[src/rtl/serial_parity_rx.sv]
// serial_parity_rx: receive end of the parity-protected serial byte link.
// Frame format: start(0), DATA_W data bits LSB first, parity, stop(1).
// The received word, its parity/framing flags and an overrun pulse are
// presented on a valid/ready output port.
// Build option: define SERIAL_PARITY_RX_ERRCNT_EN to build the saturating
// error counter; otherwise err_count is tied to zero.
//
// state  | meaning
// -------+------------------------------------------------------
// IDLE   | line idle, waiting for a start bit (sin=0 on a strobe)
// DATA   | shifting in data bits, LSB first
// PARITY | capturing the parity bit
// STOP   | sampling the stop bit and completing the frame
module serial_parity_rx #(
    parameter int DATA_W     = 8,
    parameter int PARITY_ODD = 0,
    parameter int CNT_W      = 8
) (
    input  logic              clk,
    input  logic              rst,
    input  logic              sin,
    input  logic              sin_valid,
    output logic [DATA_W-1:0] dout,
    output logic              dout_valid,
    input  logic              dout_ready,
    output logic              parity_err,
    output logic              frame_err,
    output logic              overrun,
    output logic [CNT_W-1:0]  err_count
);

    localparam int BCW = $clog2(DATA_W);
    localparam logic [BCW-1:0] LAST_BIT = BCW'(DATA_W - 1);
    localparam logic PAR_INV = (PARITY_ODD != 0);

    typedef enum logic [1:0] {IDLE, DATA, PARITY, STOP} state_t;

    state_t            state_q, state_d;
    logic [BCW-1:0]    bitcnt_q, bitcnt_d;
    logic [DATA_W-1:0] shift_q, shift_d;
    logic              pbit_q, pbit_d;
    logic              frame_done;

    logic [DATA_W-1:0] dout_q, dout_d;
    logic              dout_valid_q, dout_valid_d;
    logic              parity_err_q, parity_err_d;
    logic              frame_err_q, frame_err_d;
    logic              overrun_q, overrun_d;

    logic              new_perr;
    logic              new_ferr;
    logic              load;
    logic              drop;

    // Deserialiser state registers
    always_ff @(posedge clk or posedge rst) begin
        if (rst) begin
            state_q  <= IDLE;
            bitcnt_q <= '0;
            shift_q  <= '0;
            pbit_q   <= 1'b0;
        end else begin
            state_q  <= state_d;
            bitcnt_q <= bitcnt_d;
            shift_q  <= shift_d;
            pbit_q   <= pbit_d;
        end
    end

    // Frame FSM: advances only on bit strobes
    always_comb begin
        state_d    = state_q;
        bitcnt_d   = bitcnt_q;
        shift_d    = shift_q;
        pbit_d     = pbit_q;
        frame_done = 1'b0;
        if (sin_valid) begin
            case (state_q)
                IDLE: begin
                    if (!sin) begin
                        state_d  = DATA;
                        bitcnt_d = '0;
                        shift_d  = '0;
                    end
                end
                DATA: begin
                    shift_d[bitcnt_q] = sin;
                    if (bitcnt_q == LAST_BIT) begin
                        state_d = PARITY;
                    end else begin
                        bitcnt_d = bitcnt_q + 1'b1;
                    end
                end
                PARITY: begin
                    pbit_d  = sin;
                    state_d = STOP;
                end
                STOP: begin
                    frame_done = 1'b1;
                    state_d    = IDLE;
                end
                default: state_d = IDLE;
            endcase
        end
    end

    // The stop bit is the current sin on the completing strobe
    assign new_perr = pbit_q != ((^shift_q) ^ PAR_INV);
    assign new_ferr = ~sin;
    // A completing frame loads if the slot is empty or being accepted this cycle
    assign load     = frame_done & (~dout_valid_q | dout_ready);
    assign drop     = frame_done & dout_valid_q & ~dout_ready;

    // Output slot next-state: load, accept or hold
    always_comb begin
        dout_d       = dout_q;
        dout_valid_d = dout_valid_q;
        parity_err_d = parity_err_q;
        frame_err_d  = frame_err_q;
        overrun_d    = drop;
        if (load) begin
            dout_d       = shift_q;
            dout_valid_d = 1'b1;
            parity_err_d = new_perr;
            frame_err_d  = new_ferr;
        end else if (dout_valid_q && dout_ready) begin
            dout_valid_d = 1'b0;
        end
    end

    // Output slot registers
    always_ff @(posedge clk or posedge rst) begin
        if (rst) begin
            dout_q       <= '0;
            dout_valid_q <= 1'b0;
            parity_err_q <= 1'b0;
            frame_err_q  <= 1'b0;
            overrun_q    <= 1'b0;
        end else begin
            dout_q       <= dout_d;
            dout_valid_q <= dout_valid_d;
            parity_err_q <= parity_err_d;
            frame_err_q  <= frame_err_d;
            overrun_q    <= overrun_d;
        end
    end

    assign dout       = dout_q;
    assign dout_valid = dout_valid_q;
    assign parity_err = parity_err_q;
    assign frame_err  = frame_err_q;
    assign overrun    = overrun_q;

`ifdef SERIAL_PARITY_RX_ERRCNT_EN
    logic [CNT_W-1:0] cnt_q, cnt_d;
    logic             cnt_inc;

    // Load and drop are exclusive, so at most one event per cycle
    assign cnt_inc = (load & (new_perr | new_ferr)) | drop;

    // Saturating error count
    always_comb begin
        cnt_d = cnt_q;
        if (cnt_inc && (cnt_q != {CNT_W{1'b1}})) begin
            cnt_d = cnt_q + 1'b1;
        end
    end

    // Error counter register
    always_ff @(posedge clk or posedge rst) begin
        if (rst) begin
            cnt_q <= '0;
        end else begin
            cnt_q <= cnt_d;
        end
    end

    assign err_count = cnt_q;
`else
    assign err_count = '0;
`endif

endmodule

[config.mk]
export PLATFORM = sky130hd
export DESIGN_NAME = serial_parity_rx
export DESIGN_NICKNAME = d
export VERILOG_FILES = /design/src/rtl/serial_parity_rx.sv
export SDC_FILE = /design/constraint.sdc
export NUM_CORES = 1
export LEC_CHECK = 0
export ABC_AREA = 1
export CORE_MARGIN = 5
export CORE_UTILIZATION = 35
export CTS_CLUSTER_DIAMETER = 40
export DETAILED_ROUTE_END_ITERATION = 8
export GPL_ROUTABILITY_DRIVEN = 0
export GPL_TIMING_DRIVEN = 0
export PLACE_DENSITY = 0.59
export SLEW_MARGIN = 20
export SYNTH_ARGS = -nofsm -noshare
export SYNTH_HDL_FRONTEND = slang
export SYNTH_SLANG_ARGS = --single-unit
export TNS_END_PERCENT = 10
[constraint.sdc]
create_clock -name clk -period 1.6 [get_ports clk]
set_clock_uncertainty 0.2 [all_clocks]
set_input_delay 0.16 -clock clk [delete_from_list [all_inputs] [get_ports clk]]
set_output_delay 0.16 -clock clk [all_outputs]
set_load 0.02 [all_outputs]
=== Word-level counts from Yosys, hierarchy flattened ===
Index checks and enable logic that the tools add are counted.

* Bits in registers: 26
* Memory bits (read-only): 0
* Bits in writable memories: 0
* Memories: 0
* Logic and storage cells: 52
* Input bits: 5
* Latch bits: 0

* Div/mod/pow operators: 0
* Reductions and logical operators: 10
* Bitwise logic cells: 7
* Shift operators: 0
* Equal/unequal tests: 8
* Order comparisons: 2
* Muxes and demuxes: 15
* Multiply operators: 0
* Add/sub/neg operators: 1

{| class="wikitable"
|+ Operator list
! kind !! number
|-
| one-hot mux 8 bit (2 select lines) || 1
|-
| bitwise mux 8 bit || 1
|-
| two-way mux 8 bit || 1
|-
| one-hot mux 2 bit (4 select lines) || 1
|-
| parity 8 bit || 1
|-
| two-way mux 3 bit || 2
|-
| inequality test 2 bit (second input constant) || 3
|-
| one-hot mux 3 bit (2 select lines) || 1
|-
| AND reduction 3 bit || 2
|-
| two-way mux 1 bit || 5
|-
| == test 2 bit (second input constant) || 2
|-
| < comparator 3 x 4 -> 1 bit (second input constant) || 1
|-
| two-way mux 2 bit || 2
|-
| AND reduction 4 bit || 1
|-
| nonzero test 2 bit || 2
|-
| adder 3 x 1 -> 3 bit (second input constant) || 1
|-
| bitwise AND 1 bit || 3
|-
| demux 1 bit (select 3 bit) || 1
|-
| == test 3 bit (second input constant) || 1
|-
| >= comparator 3 x 1 -> 1 bit (second input constant) || 1
|-
| inverter 1 bit || 3
|-
| == test 2 x 1 -> 1 bit (second input constant) || 1
|-
| logical AND 1 bit || 2
|-
| zero test 2 bit || 1
|-
| 3 further kinds || 3
|}

=== Longest topological paths before layout ===
* Word-level depth: 6
* Depth in mapped cells: 10

=== Worst setup path after synthesis ===
OpenSTA, ideal clock, no wires.

* Kind: reg-to-reg
* Start point: register state_q[1]
* End point: register shift_q[6]
* Slack: 0.005 ns
* Period minus slack after synthesis: 1.595 ns
* Setup time: 0.127 ns
* Stages on the path, launching flop included: 9
* Arrival time: 1.269 ns
* Path through: dfrtp_1 inv_1 ha_1 nor2_1 nor2_4 buf_6 inv_2 a21oi_1 o22ai_1

* Word-level cells in the longest chain between the ends: 3

{| class="wikitable"
|+ RTL lines
! item !! RTL line !! text
|-
| from (decl) || 38 || <nowiki>state_t state_q, state_d;</nowiki>
|-
| from (signal assigned) || 63 || <nowiki>state_q <= state_d;</nowiki>
|-
| == test 2 x 1 -> 1 bit / zero test 2 bit (equally long branches) || 78 || <nowiki>case (state_q)</nowiki>
|-
| nonzero test 2 bit (no source line) / inequality test 2 bit (equally long branches) || n/a ||
|-
| AND reduction 3 bit (no source line) || n/a ||
|-
| to (signal assigned) || 65 || <nowiki>shift_q <= shift_d;</nowiki>
|-
| to (decl) || 40 || <nowiki>logic [DATA_W-1:0] shift_q, shift_d;</nowiki>
|}

Several ways; a longest one is shown, not always the timed one.
A chain may end at the register's enable or synchronous reset.

=== Worst setup path in the final report ===
* Start point: register state_q[0]
* End point: register bitcnt_q[1]

* Word-level cells in the longest chain between the ends: 3

{| class="wikitable"
|+ RTL lines
! item !! RTL line !! text
|-
| == test 2 x 1 -> 1 bit / zero test 2 bit (equally long branches) || 78 ||
|-
| inequality test 2 bit (no source line) / nonzero test 2 bit (equally long branches) || n/a ||
|-
| AND reduction 4 bit (no source line) || n/a ||
|-
| to (signal assigned) || 64 || <nowiki>bitcnt_q <= bitcnt_d;</nowiki>
|-
| to (decl) || 39 || <nowiki>logic [BCW-1:0] bitcnt_q, bitcnt_d;</nowiki>
|}

Several ways; a longest one is shown, not always the timed one.

==> summary.md <==
| Metric | Value |
|---|---|
| Layout Cells excl Fill | `260` |
| CP max stage delay | `0.42 ns` |
| Critical path class | `flop to flop` |
| Post-route setup slack | `-0.0427 ns` |
| Power share of the clock group | `between 10% and 20%` |
| Data required time of the critical path | `~1.6 ns` |
| # DRC | `0` |
| First-pass GRT wire length | `4270 µm` |
| Cts hold-fix bufs | `0` |
| Finished Cell Area | `1890 µm²` |
| Largest net degree at the start of global routing | `27` |
| Seq/Total Area, Yosys | `45.7%` |
| Worst setup EP type | `flop` |
| Post-route ant nets | `0` |
| Clock root buffer | `clkbuf_8` |
| Failing checks | `negative setup slack` |
| Leak | `0.00107 µW` |
| Final Cycle Share | `103%` |
| Initial antenna violation count | `0` |
| # setup viols final | `5` |
| Worst reg2reg setup slack | `-0.04 ns` |
| Vias in the first global route | `1016` |
| Initial core utilization | `35.8%` |
| Tmin final | `~1.6 ns` |
| Hold Vio Cnt, Final | `0` |
| Ranking of synthesized cells by area | `dfrtp_1 46%, nand2_1 13%, inv_1 6.3%` |
| Post-Syn Area | `1420 µm²` |
| Layout cells sized above 1 | `22.4%` |
| Worst slew pin tran | `0.546 ns` |
| Area grow syn2layout | `32.8%` |
| Worst min path class | `input port to async pin` |
| Pre-antenna DRT Iters | `4` |
| Syn Area/Cell | `8.18 µm²` |
| Critical path fanouts, max | `8` |
| Startpoint types | `flop` |
| Clock slew at reported path FFs | `0.08 ns` |
| Vias | `1119` |
| Clk Latency, worst-skew pair | `0.26 ns` |
| I/O pin count | `25` |
| NetSw | `1050 µW` |
| Die area | `around 5400 µm²` |
| Top cell type's share of synthesized area | `~46%` |
| Slew headroom | `between 60% and 70%` |
| RSZ-0062 raised after global routing | `true` |
| Iter 0 DRT Violations | `30` |
| Maxcap violations | `0` |
| Inserted Clock Buffers | `3` |
| Wire per inst | `10.1 µm` |
| Die Ht | `73.8 µm` |
| TritonCTS clock tree | `built` |
| Clock sinks | `26` |
| N_diodes | `0` |
| Cell at the slowest stage of the critical path | `dfrtp_1` |
| Largest area contributor in the netlist | `dfrtp_1` |
| Post-synth cell types | `21` |
| Port Buffers | `16` |
| HPWL after DPL | `1870 µm` |
| Pint | `1610 µW` |
| Final Net Count | `roughly 220` |
| Prevailing post-synth register cell | `dfrtp_1` |
| Seq pwr share | `34.7%` |
| Core area | `around 4000 µm²` |
| Number of synthesized flops with an enable pin | `0` |
| Post-Route WL | `between 2000 and 3000 µm` |
| P per Cell Area | `1410 nW/µm²` |
| CTS H-tree depth | `1` |
| Combinational power share | `between 50% and 60%` |
| Routed vias/inst | `4.30` |
| Sw frac | `39.5%` |
| Cell with the most instances after synthesis | `nand2_1` |
| FFs w/ async S/R, synth | `100%` |
| Max Root-Sink Buffers | `2` |
| Die X | `73.8 µm` |
| WP data arrival | `~1.6 ns` |
| Post-synth top cells | `49 x nand2_1, 26 x dfrtp_1, 24 x inv_1` |
| CP cell instances | `buf_4 -> ha_4 -> nor2_4 -> nor2_4 -> buf_6 -> buf_4 -> nand3_1 -> o21ai_0` |
| Syn Inst Count | `174` |
| Aggregate global routing overflow | `0` |
| Placed cell count | `247` |
| Seq cells post-synth | `26` |
| # rows | `23` |
| YS warnings | `0` |
| Tot GR Track Use | `10.0%` |
| F_max | `609 MHz` |
| Area after DPL | `1670 µm²` |
| Peak VDD IR | `around 0.4 mV` |
| Final Slew Violations | `0` |
| Status | `complete, but fails checks` |
## metrics by stage
step | util [%] | setup slack, ns | setup TNS [ns] | hold slack (ns) | total power (µW)
after floorplan | - | 0.00483 | 0 | 0.0000174 | 1640
after global placement | 42.1 | -0.164 | -2.40 | 0.253 | 1920
after detailed placement | 42.1 | -0.160 | -3.42 | 0.258 | 1930
after CTS | 43.6 | -0.0517 | -0.381 | 0.265 | 2330
after global routing | 47.6 | -0.0976 | -1.13 | 0.106 | 2880
final | 47.6 | -0.0427 | -0.113 | 0.0525 | 2660
## worst max-delay path, delay by kind of cell (launching register included)
family | cells | cell delay [ns]
AND/OR/NAND/NOR | 3 | 0.23
flip-flops | 1 | 0.42
buffers and inverters | 3 | 0.41
adder cells (fa/ha/maj) | 1 | 0.19
AO/OA/AOI/OAI | 1 | 0.07
## power by group through the flow
stage	clock network (µW)	logic, µW	registers [µW]
finish	361	1380	923
global route	407	1530	947
CTS	381	1030	921
detailed placement	0	1000	933
global placement	0	991	928
floorplan	0	637	1000
## layout by cell type (no fill, tap or decap), drive strengths merged
cell type / synthesis / final
clkdlybuf4s50: 0 / 4
dfrtp: 26 / 26
dlygate4sd2: 0 / 3
conb: 1 / 8
xnor2: 2 / 2
o22ai: 2 / 2
nand2: 49 / 49
inv: 26 / 25
o21ai: 23 / 23
nand3: 10 / 10
ha: 7 / 7
clkinvlp: 0 / 1
a21oi: 4 / 4
clkbuf: 0 / 3
buf: 10 / 20
nor2: 8 / 8
dlymetal6s2s: 0 / 9
nor3: 6 / 6
## flip-flops by register name (all words and copies together), names as in the netlist
register    count
shift_q         8
frame_err       1
state_q         2
dout_valid      1
bitcnt_q        3
pbit_q          1
parity_err      1
dout            8
overrun         1
## per-layer routing
metal	up-vias	GRT usage (%)	share of wire (%)
li1	606	-	-
met1	490	12.5	45
met2	19	16.9	49
met3	4	1.37	3.8
met4	0	4.83	1.9
met5	-	0	0
## repair_timing
item                       4_1_cts  5_1_grt
pin swaps                        0        7
gates resized for setup          7       37
setup buffers                    1        9
setup endpoints to repair       16       32
## logic make-up (layout without fill, tap and decap cells)
| logic type | count (synthesis) | after routing | synth area share [%] |
|---|---|---|---|
| buffers and inverters | 36 | 65 | 12.7 |
| AO/OA/AOI/OAI | 29 | 29 | 12.2 |
| flip-flops | 26 | 26 | 45.7 |
| other | 1 | 8 | 0.264 |
| adder cells (fa/ha/maj) | 7 | 7 | 6.16 |
| AND/OR/NAND/NOR | 73 | 73 | 21.7 |
| XOR/XNOR | 2 | 2 | 1.23 |
## path summary, 6_finish.rpt
path                                                end  depth (start not counted)              startpoint
worst max-delay path            bitcnt_q[1]$_DFFE_PP0P_                          8  state_q[0]$_DFFE_PP0P_
worst min-delay path             dout_valid$_DFFE_PP0P_                          2                     rst
worst max register to register  bitcnt_q[1]$_DFFE_PP0P_                          8  state_q[0]$_DFFE_PP0P_
worst min register to register      dout[2]$_DFFE_PP0P_                          2     dout[2]$_DFFE_PP0P_
max in group asynchronous       bitcnt_q[1]$_DFFE_PP0P_                          2                     rst
min in group clk                    dout[2]$_DFFE_PP0P_                          2     dout[2]$_DFFE_PP0P_
## final cells by class
type	count	area [µm²]
multi-input combinational	119	679
fill	386	2080
timing repair buffer	26	270
sequential	26	652
clock buffer	3	41.3
tap	50	62.6
buffer	10	82.6
inverter	26	101
Power figures use the tool's default switching activity.
